--- config.mk ---
export PLATFORM = sky130hd
export DESIGN_NAME = spike_aer_encoder
export DESIGN_NICKNAME = d
export VERILOG_FILES = /design/src/rtl/spike_aer_encoder.sv
export SDC_FILE = /design/constraint.sdc
export NUM_CORES = 1
export LEC_CHECK = 0
export CAP_MARGIN = 20
export CELL_PAD_IN_SITES_DETAIL_PLACEMENT = 1
export CELL_PAD_IN_SITES_GLOBAL_PLACEMENT = 1
export CORE_MARGIN = 1
export CORE_UTILIZATION = 40
export DETAILED_ROUTE_END_ITERATION = 10
export PLACE_DENSITY_LB_ADDON = 0.15
export SLEW_MARGIN = 20
export SYNTH_ARGS = -nofsm -noshare
export SYNTH_HDL_FRONTEND = slang
export SYNTH_SLANG_ARGS = --single-unit
--- constraint.sdc ---
create_clock -name clk -period 22.3 [get_ports clk]
set_input_delay 2.23 -clock clk [delete_from_list [all_inputs] [get_ports clk]]
set_output_delay 2.23 -clock clk [all_outputs]
set_load 0.05 [all_outputs]
--- src/rtl/spike_aer_encoder.sv ---
// Purpose: serialise parallel spike vectors into {timestamp, neuron index} AER events, buffered in a FWFT FIFO.
// Latency: vector sampled at E0, first event written at E1, ev_valid high after E1; one event per cycle.
// Backpressure: ev_ready low fills the FIFO, then the serialiser stalls; new vectors arriving while busy are dropped and counted.
//
// Ports: clk, rst (async active-high), enable (gates capture and ts counter), spikes[NUM_NEURONS],
//        ev_valid/ev_ready/ev_addr/ev_ts (event stream), fifo_level, busy, dropped_count[16].
// Optional feature macro: SPIKE_AER_DROP_CNT_EN (undefined: dropped_count tied to 0).

module spike_aer_fifo #(
    parameter int WIDTH = 8,
    parameter int DEPTH = 32,
    parameter int PTR_W = $clog2(DEPTH)
) (
    input  logic             clk,
    input  logic             rst,
    input  logic             wr_vld,
    output logic             wr_rdy,
    input  logic [WIDTH-1:0] wr_dat,
    output logic             rd_vld,
    input  logic             rd_rdy,
    output logic [WIDTH-1:0] rd_dat,
    output logic [PTR_W:0]   level
);
    logic [WIDTH-1:0] mem [DEPTH];
    logic [PTR_W-1:0] wr_ptr;
    logic [PTR_W-1:0] rd_ptr;
    logic             full;
    logic             wr_fire;
    logic             rd_fire;

    assign full    = (level == (PTR_W+1)'(DEPTH));
    assign rd_vld  = (level != '0);
    assign rd_fire = rd_vld && rd_rdy;
    // A pop on the same edge frees the slot being written, so a full FIFO still accepts.
    assign wr_rdy  = !full || rd_fire;
    assign wr_fire = wr_vld && wr_rdy;
    assign rd_dat  = mem[rd_ptr];

    always_ff @(posedge clk or posedge rst) begin
        if (rst) begin
            wr_ptr <= '0;
            rd_ptr <= '0;
            level  <= '0;
            // Cleared so the head reads as zero straight out of reset.
            for (int i = 0; i < DEPTH; i++) begin
                mem[i] <= '0;
            end
        end else begin
            if (wr_fire) begin
                mem[wr_ptr] <= wr_dat;
                wr_ptr      <= wr_ptr + PTR_W'(1);
            end
            if (rd_fire) begin
                rd_ptr <= rd_ptr + PTR_W'(1);
            end
            if (wr_fire && !rd_fire) begin
                level <= level + (PTR_W+1)'(1);
            end else if (rd_fire && !wr_fire) begin
                level <= level - (PTR_W+1)'(1);
            end
        end
    end
endmodule

module spike_aer_encoder #(
    parameter int NUM_NEURONS = 16,
    parameter int FIFO_DEPTH  = 32,
    parameter int TS_WIDTH    = 16,
    parameter int ADDR_WIDTH  = $clog2(NUM_NEURONS)
) (
    input  logic                          clk,
    input  logic                          rst,
    input  logic                          enable,
    input  logic [NUM_NEURONS-1:0]        spikes,
    output logic                          ev_valid,
    input  logic                          ev_ready,
    output logic [ADDR_WIDTH-1:0]         ev_addr,
    output logic [TS_WIDTH-1:0]           ev_ts,
    output logic [$clog2(FIFO_DEPTH):0]   fifo_level,
    output logic                          busy,
    output logic [15:0]                   dropped_count
);
    localparam int EV_W = TS_WIDTH + ADDR_WIDTH;

    logic [TS_WIDTH-1:0]    ts_cnt;
    logic [TS_WIDTH-1:0]    pend_ts;
    logic [NUM_NEURONS-1:0] pending;
    logic [ADDR_WIDTH-1:0]  lsb_idx;
    logic                   spikes_any;
    logic                   pend_any;
    logic                   capture;
    logic                   ev_wr_rdy;
    logic                   ev_wr_fire;
    logic [EV_W-1:0]        ev_wr_dat;
    logic [EV_W-1:0]        ev_rd_dat;

    assign spikes_any = |spikes;
    assign pend_any   = |pending;
    assign capture    = enable && spikes_any && !pend_any;
    assign busy       = pend_any;

    // Priority encoder: scanning downward leaves the lowest set index.
    always_comb begin
        lsb_idx = '0;
        for (int i = NUM_NEURONS - 1; i >= 0; i--) begin
            if (pending[i]) begin
                lsb_idx = ADDR_WIDTH'(i);
            end
        end
    end

    assign ev_wr_dat  = {pend_ts, lsb_idx};
    assign ev_wr_fire = pend_any && ev_wr_rdy;

    always_ff @(posedge clk or posedge rst) begin
        if (rst) begin
            ts_cnt  <= '0;
            pending <= '0;
            pend_ts <= '0;
        end else begin
            if (enable) begin
                ts_cnt <= ts_cnt + TS_WIDTH'(1);
            end
            // Capture only happens with pending empty, so it never races a push.
            if (capture) begin
                pending <= spikes;
                pend_ts <= ts_cnt;
            end else if (ev_wr_fire) begin
                pending <= pending & (pending - NUM_NEURONS'(1));
            end
        end
    end

    spike_aer_fifo #(
        .WIDTH (EV_W),
        .DEPTH (FIFO_DEPTH)
    ) u_ev_fifo (
        .clk    (clk),
        .rst    (rst),
        .wr_vld (pend_any),
        .wr_rdy (ev_wr_rdy),
        .wr_dat (ev_wr_dat),
        .rd_vld (ev_valid),
        .rd_rdy (ev_ready),
        .rd_dat (ev_rd_dat),
        .level  (fifo_level)
    );

    assign {ev_ts, ev_addr} = ev_rd_dat;

`ifdef SPIKE_AER_DROP_CNT_EN
    localparam int CNT_W = $clog2(NUM_NEURONS + 1);

    logic             drop;
    logic [CNT_W-1:0] spike_pop;
    logic [16:0]      drop_sum;
    logic [15:0]      drop_cnt;

    // A vector arriving while the serialiser is busy is discarded whole.
    assign drop = enable && spikes_any && pend_any;

    always_comb begin
        spike_pop = '0;
        for (int i = 0; i < NUM_NEURONS; i++) begin
            spike_pop = spike_pop + CNT_W'(spikes[i]);
        end
    end

    assign drop_sum = {1'b0, drop_cnt} + 17'(spike_pop);

    always_ff @(posedge clk or posedge rst) begin
        if (rst) begin
            drop_cnt <= '0;
        end else if (drop) begin
            drop_cnt <= drop_sum[16] ? 16'hFFFF : drop_sum[15:0];
        end
    end

    assign dropped_count = drop_cnt;
`else
    assign dropped_count = '0;
`endif
endmodule

==> results by group, run 1 <==
Floorplanning
  – Chip width: 295 um
  – # IOs: 64
  – Row Count: approximately 110
  – Initial Utilization: 40.4%
  – Die area: roughly 0.087 mm^2
  – Die height: just under 300 um
  – Core area: 0.0850 mm^2

STA
  – Worst hold slack: around 0.47 ns
  – Worst-margin pin slew: between 1 and 1.5 ns
  – Setup repair after global routing missed its margin: no
  – Max Clk Rate: ~130 MHz
  – Rel. slew slack: roughly a quarter
  – Layout Skew: 0.0235 ns
  – Fin. max-slew vios: 0
  – Setup violations, final: 0
  – Setup_tns: 0 ns
  – Final Hold Violating Endpoints: 0
  – Period Utilization, post-route: 34.4%
  – Tmin final: about 7.7 ns

Synthesis
  – Mapped Area: 0.0343 mm^2
  – Primary FF master, synth: dfrtp_1
  – Number of synthesized register bits: 704
  – Sequential fraction of the synthesis area: ~51%
  – Post-Synthesis Cells: 2363
  – Count leader, synth: dfrtp_1
  – Mean Syn Cell Area: around 15 um^2
  – Synth async-reset ratio: 100%
  – Synth cell types: 58
  – Largest cells by area after synthesis: dfrtp_1, mux2_4, mux4_2
  – Yosys top cell area share: between 50% and 60%
  – Ys Warns: 0
  – Cell accounting for the most synthesized area: dfrtp_1
  – Synth cell count leaders: dfrtp_1, mux2_4, mux2_2
  – Number of synthesized flops with an enable pin: 0

Global routing
  – Via count of the first global-routing pass: 21800
  – Largest net degree at the start of global routing: about 120
  – Initial antenna violation count: 6
  – First-pass GRT wire length: between 100 and 150 mm
  – Gr ovfl total: 0
  – GRT Resource Usage Total: between 20% and 30%

Final layout
  – Area grow syn2layout: 9.26%
  – Sequential cell area: about 0.018 mm^2
  – Final #Nets: between 2000 and 2500
  – Area taken by multi-input logic gates: 0.0150 mm^2
  – Layout cell share with drive strength beyond 1: between 30 and 40%
  – FILL cells: roughly 8400

Critical path
  – Reg-to-reg slack, setup: 18.07 ns
  – Crit path kind: reg2out
  – Critical Path Source Type: register
  – Crit path DAT: ~5.4 ns
  – Worst setup EP type: primary output
  – Worst Path Max Fanout: 46
  – Required time of the critical path: between 20 and 25 ns

Clocking
  – Post-CTS Setup Bufs: 0
  – Max Root-Sink Buffers: 3
  – Clk_lat worst skew: 0.63 ns
  – Clock root buffer: clkbuf_16
  – H-tree level count: 3
  – Clock Pin Slew Worst Setup and Hold Paths: 0.06 ns
  – Cts repair resizes: 0
  – Clock sinks: 704
  – Hold_buf cts: 0
  – CTS Buf Count: 81
  – Clock tree from TritonCTS: yes

Drt
  – Post-route ant nets: 0
  – DRC errors left: 0
  – Drt wl/cell: between 20 and 30 um
  – Vias per Instance: about 5.7
  – Final WL: a little under 100 mm
  – DRT Pass-1 Iters: 5
  – Via count: roughly 20000
  – DR iter-0 viols: 1147

Placed design
  – I/O Buffers: between 40 and 50
  – RePlAce Congestion: 0.768
  – HPWL after detailed placement: ~55 mm

Run
  – Max-cap check violation count: 0

Power
  – VDD IR-drop max: roughly 0.22 mV
  – Leakage power total: ~0.017 uW
  – Pwr dens: 149 mW/mm^2

Worst hold path
  – Hold Crit Class: reg2reg

Outcome
  – Outcome: complete, no violations
## critical path, stage by stage (launching register included)
cell and delay, ns:
dfrtp_4 0.80, buf_4 0.76, buf_4 0.61, nand2b_2 0.78, o22ai_1 0.14, nor2_1 0.19
a21oi_1 0.11, o211ai_1 0.44, clkdlybuf4s50_1 0.90
## stage by stage
stage | util [%] | cell area, um^2 | worst slack (ns) | instances | power [uW]
after floorplan | - | 34400 | 0.326 | 2378 | 3570
after global placement | 41.0 | 34800 | 15.11 | 3365 | 4200
after detailed placement | 41.0 | 34800 | 15.12 | 3365 | 4270
after CTS | 44.1 | 37500 | 14.45 | 3506 | 5620
after global routing | 44.1 | 37500 | 14.28 | 3506 | 5860
final | 44.1 | 37500 | 14.64 | 3508 | 5570
## sequential cells by signal, summed over array words and instances (netlist names)
name	flops
u_ev_fifo.wr_ptr	5
u_ev_fifo.level	6
ts_cnt	16
u_ev_fifo.rd_ptr	5
pend_ts	16
pending	16
u_ev_fifo.mem	640
## cell families (layout without fill, tap and decap cells)
family                     after synthesis  in the layout  share of synthesized area [%]
other                                    1             18                         0.0109
adders and majority gates               12             12                          0.460
AOI/OAI and AO/OA                      309            309                           5.60
muxes                                  710            710                           30.3
buffers and inverters                  245            229                           5.17
and+or+nand+nor                        355            355                           6.37
xor gates and xnor gates                27             27                          0.689
DFF                                    704            704                           51.4
## per-layer routing
layer  vias to the layer above  global-route usage, %  share of wire (%)
met3                       160                   4.38                4.6
li1                       8485                      -                  -
met4                         4                   7.18                2.7
met2                       411                   37.3                 48
met5                         -                      0              0.029
met1                     10900                   32.6                 45
## power by group
part	leakage, uW	internal, uW	switching, uW
clock network	0.00130	789	545
registers	0.00919	1650	324
logic	0.00685	949	1320
## path summary, 6_finish.rpt
path	start	to	cells after the start
setup / recovery	u_ev_fifo.rd_ptr[0]$_DFFE_PP0P_	ev_addr[1]	8
hold / removal	ts_cnt[15]$_DFFE_PP0P_	ts_cnt[15]$_DFFE_PP0P_	1
setup reg to reg	u_ev_fifo.level[0]$_DFFE_PP0P_	u_ev_fifo.level[5]$_DFFE_PP0P_	12
hold reg to reg	ts_cnt[15]$_DFFE_PP0P_	ts_cnt[15]$_DFFE_PP0P_	1
max in group asynchronous	rst	pend_ts[11]$_DFFE_PP0P_	5
min in group asynchronous	rst	u_ev_fifo.mem[405]$_DFFE_PP0P_	2
## placed cells by master, fill, tap and decap left out, types with 4 or more instances in the layout
cell and n:
dfrtp_1 690, mux2_4 290, mux2_2 220, nand2_1 165
o21ai_0 139, mux4_2 120, clkbuf_16 82, mux2_1 58
clkdlybuf4s50_1 47, a22oi_1 43, nor2_1 34, nand4_4 30
buf_4 26, a21oi_1 25, nor3_1 24, mux2i_1 22
nor2b_1 22, a211oi_1 21, a311oi_1 21, o22ai_1 20
o211ai_1 20, nand2b_1 20, xnor2_1 20, clkbuf_8 17
clkbuf_1 17, conb_1 16, clkinv_2 15, nand4_1 11
inv_1 11, ha_1 11, dfrtp_2 11, nor4_1 8
a22o_1 7, xor2_1 7, nand3_1 6, bufinv_16 5
or4_1 4, o31ai_1 4
## area by class of cell
cell class                 count  area share (%)
sequential                   704            47.1
multi-input combinational   1429            40.1
clock buffer                 116            6.27
tap                         1144            3.82
timing repair buffer          75            1.86
clock inverter                25           0.741
inverter                      13           0.150
antenna                        2          0.0134
Note: power is estimated with default switching activity, not from simulation.
==> run 2, diff against run 1 <==
==> constraint.sdc (replaced) <==
create_clock -name clk -period 7.4 [get_ports clk]
set_input_delay 0.74 -clock clk [delete_from_list [all_inputs] [get_ports clk]]
set_output_delay 0.74 -clock clk [all_outputs]
set_load 0.05 [all_outputs]
==> run 2 against run 1 <==
  * Wire length shrank 2.6%
  * Flip-flop and latch count is the same
  * Largest cell class unchanged
  * Global-route usage shrank 0.77 points
  * Highest routed layer is now met4
  * Count of clock-buffer cells in the layout grew 17
  * Critical endpoint is now ev_ts[10]
  * Largest power group unchanged
  * Worst hold slack gained 0.0072 ns
  * Critical path depth shrank 1
  * First-iteration DRC count is essentially flat
==> results by group, run 2 (synthesized netlist as in run 1, its figures left out) <==
Outcome
  – Outcome: complete, no violations

Floorplanning
  – Core area: roughly 0.085 mm^2
  – Row Count: 107
  – Initial Utilization: slightly above 40%
  – Chip width: slightly below 300 um
  – # IOs: 64
  – Die area: between 0.08 and 0.09 mm^2
  – Die height: just under 300 um

Global routing
  – Via count of the first global-routing pass: roughly 22000
  – GRT Resource Usage Total: 22.8%
  – Initial antenna violation count: 1
  – Gr ovfl total: 0
  – First-pass GRT wire length: ~150 mm
  – Largest net degree at the start of global routing: ~170

Power
  – Leakage power total: 0.0174 uW
  – VDD IR-drop max: between 0.2 and 0.3 mV
  – Total Power: between 15000 and 20000 uW
  – Pwr dens: about 450 mW/mm^2

Clocking
  – Max Root-Sink Buffers: 3
  – Clock root buffer: clkbuf_16
  – Clock Pin Slew Worst Setup and Hold Paths: around 0.06 ns
  – Clock tree from TritonCTS: yes
  – Clk_lat worst skew: 0.62 ns
  – CTS Buf Count: 82
  – Clock sinks: 704
  – Hold_buf cts: 0
  – H-tree level count: 3
  – Cts repair resizes: 0
  – Post-CTS Setup Bufs: 0

Final layout
  – FILL cells: approximately 8400
  – Area taken by multi-input logic gates: around 0.015 mm^2
  – Cell Count, Final, Fillers Out: between 3000 and 4000
  – Commonest non-fill, non-tap cell in the layout: dfrtp_1
  – Final #Nets: approximately 2300
  – Sequential cell area: about 0.018 mm^2
  – Largest reg by FF count: u_ev_fifo.mem
  – Finished Cell Area: about 0.038 mm^2
  – Most frequent cells in the layout: dfrtp_1, mux2_4, mux2_2, nand2_1, o21ai_0
  – Area grow syn2layout: 9.72%
  – Max reg flops: between 600 and 700
  – Layout cell share with drive strength beyond 1: about 36%

STA
  – Period Utilization, post-route: between 60 and 70%
  – Layout Skew: 0.0163 ns
  – Fin. max-slew vios: 0
  – Max Clk Rate: between 150 and 200 MHz
  – Final Hold Violating Endpoints: 0
  – Worst-margin pin slew: approximately 1.1 ns
  – Rel. slew slack: about a quarter
  – Setup violations, final: 0
  – Setup_tns: 0 ns
  – Setup repair after global routing missed its margin: no
  – Tmin final: just over 5 ns

Drt
  – Vias per Instance: around 5.6
  – Post-route ant nets: 0
  – Drt wl/cell: about 27 um
  – DRT Pass-1 Iters: 5
  – Final WL: between 90 and 100 mm
  – Via count: between 15000 and 20000
  – DRC errors left: 0
  – DR iter-0 viols: 1146

Placed design
  – HPWL after detailed placement: about 54 mm
  – Placed cell area: between 0.03 and 0.04 mm^2
  – RePlAce Congestion: around 0.75
  – I/O Buffers: 47
  – Dpl cells: 3362

Critical path
  – CP startpoint: u_ev_fifo.rd_ptr[2]$_DFFE_PP0P_
  – Worst Path Max Fanout: 47
  – Crit path kind: reg2out
  – Critical Path Source Type: register
  – Crit Reg-Reg Startpoint: u_ev_fifo.level[0]$_DFFE_PP0P_
  – Worst setup EP type: primary output
  – Crit path DAT: approximately 4.4 ns
  – Required time of the critical path: ~6.7 ns

Worst hold path
  – Hold path start: u_ev_fifo.mem[261]$_DFFE_PP0P_
  – Hold Crit Class: reg2reg

Run
  – Max-cap check violation count: 0
[run 2: cell types whose count changed in the layout (fill, tap and decap cells not counted), moves of 2 or more]
cell | previous run | this run
clkinv_2 | 15 | 9
buf_12 | 1 | 8
nand2b_2 | 3 | 1
clkbuf_8 | 17 | 23
clkbuf_16 | 82 | 87
nand2b_1 | 20 | 22
bufinv_16 | 5 | 3
inv_8 | 2 | 0
buf_4 | 26 | 18
clkbuf_1 | 17 | 23
[run 2: layer usage]
metal  track usage [%]  share of wire (%)  up-vias  wire length, um
met5                 0                  0        -                0
met4              6.43                2.3        0             2230
met3              3.10                3.6      125             3460
li1                  -                  -     8514                -
met2              37.0                 48      324            46300
met1              31.8                 46    10700            44200
[run 2: metrics by stage]
stage          hold WS [ns]  utilization (%)  worst slack [ns]
3_3_place_gp          0.455             41.0              2.88
3_5_place_dp          0.466             41.0              2.89
5_1_grt               0.489             44.3              2.15
2_1_floorplan         0.436                -             -2.98
6_report              0.477             44.3              2.27
4_1_cts               0.479             44.2              2.20
[run 2: report_power, final]
group          internal (uW)  total [uW]  leakage, uW  switching [uW]
clock                   2470        4080      0.00135            1610
combinational           2890        6720      0.00687            3830
sequential              4970        6010      0.00919            1040
total                  10300       16800       0.0174            6480
[run 2: worst max-delay path, cell delays in order (launching register included)]
cell and delay, ns:
dfrtp_4 0.97, nand2b_1 0.54, buf_4 0.42, a211oi_1 0.11
a311oi_1 0.39, a21oi_1 0.08, o211ai_1 0.34, clkdlybuf4s50_1 0.88
[run 2: final timing paths]
kind	endpoint	slack, ns	cells after the start
hold reg to reg	u_ev_fifo.mem[261]$_DFFE_PP0P_	0.48	2
min in group asynchronous	u_ev_fifo.mem[143]$_DFFE_PP0P_	0.57	2
setup reg to reg	u_ev_fifo.level[5]$_DFFE_PP0P_	3.17	12
hold / removal	u_ev_fifo.mem[261]$_DFFE_PP0P_	0.48	2
max in group asynchronous	u_ev_fifo.mem[314]$_DFFE_PP0P_	4.97	4
setup / recovery	ev_ts[10]	2.27	7
[run 2: area by class of cell]
type / instances / share of cell area [%]
flip-flops and latches: 704 / 46.9
multi-input cells: 1429 / 39.9
clock buffers: 133 / 6.85
well taps: 1144 / 3.80
repair buffers: 74 / 2.07
clock inverters: 13 / 0.382
inverters: 13 / 0.140
diodes: 1 / 0.00665
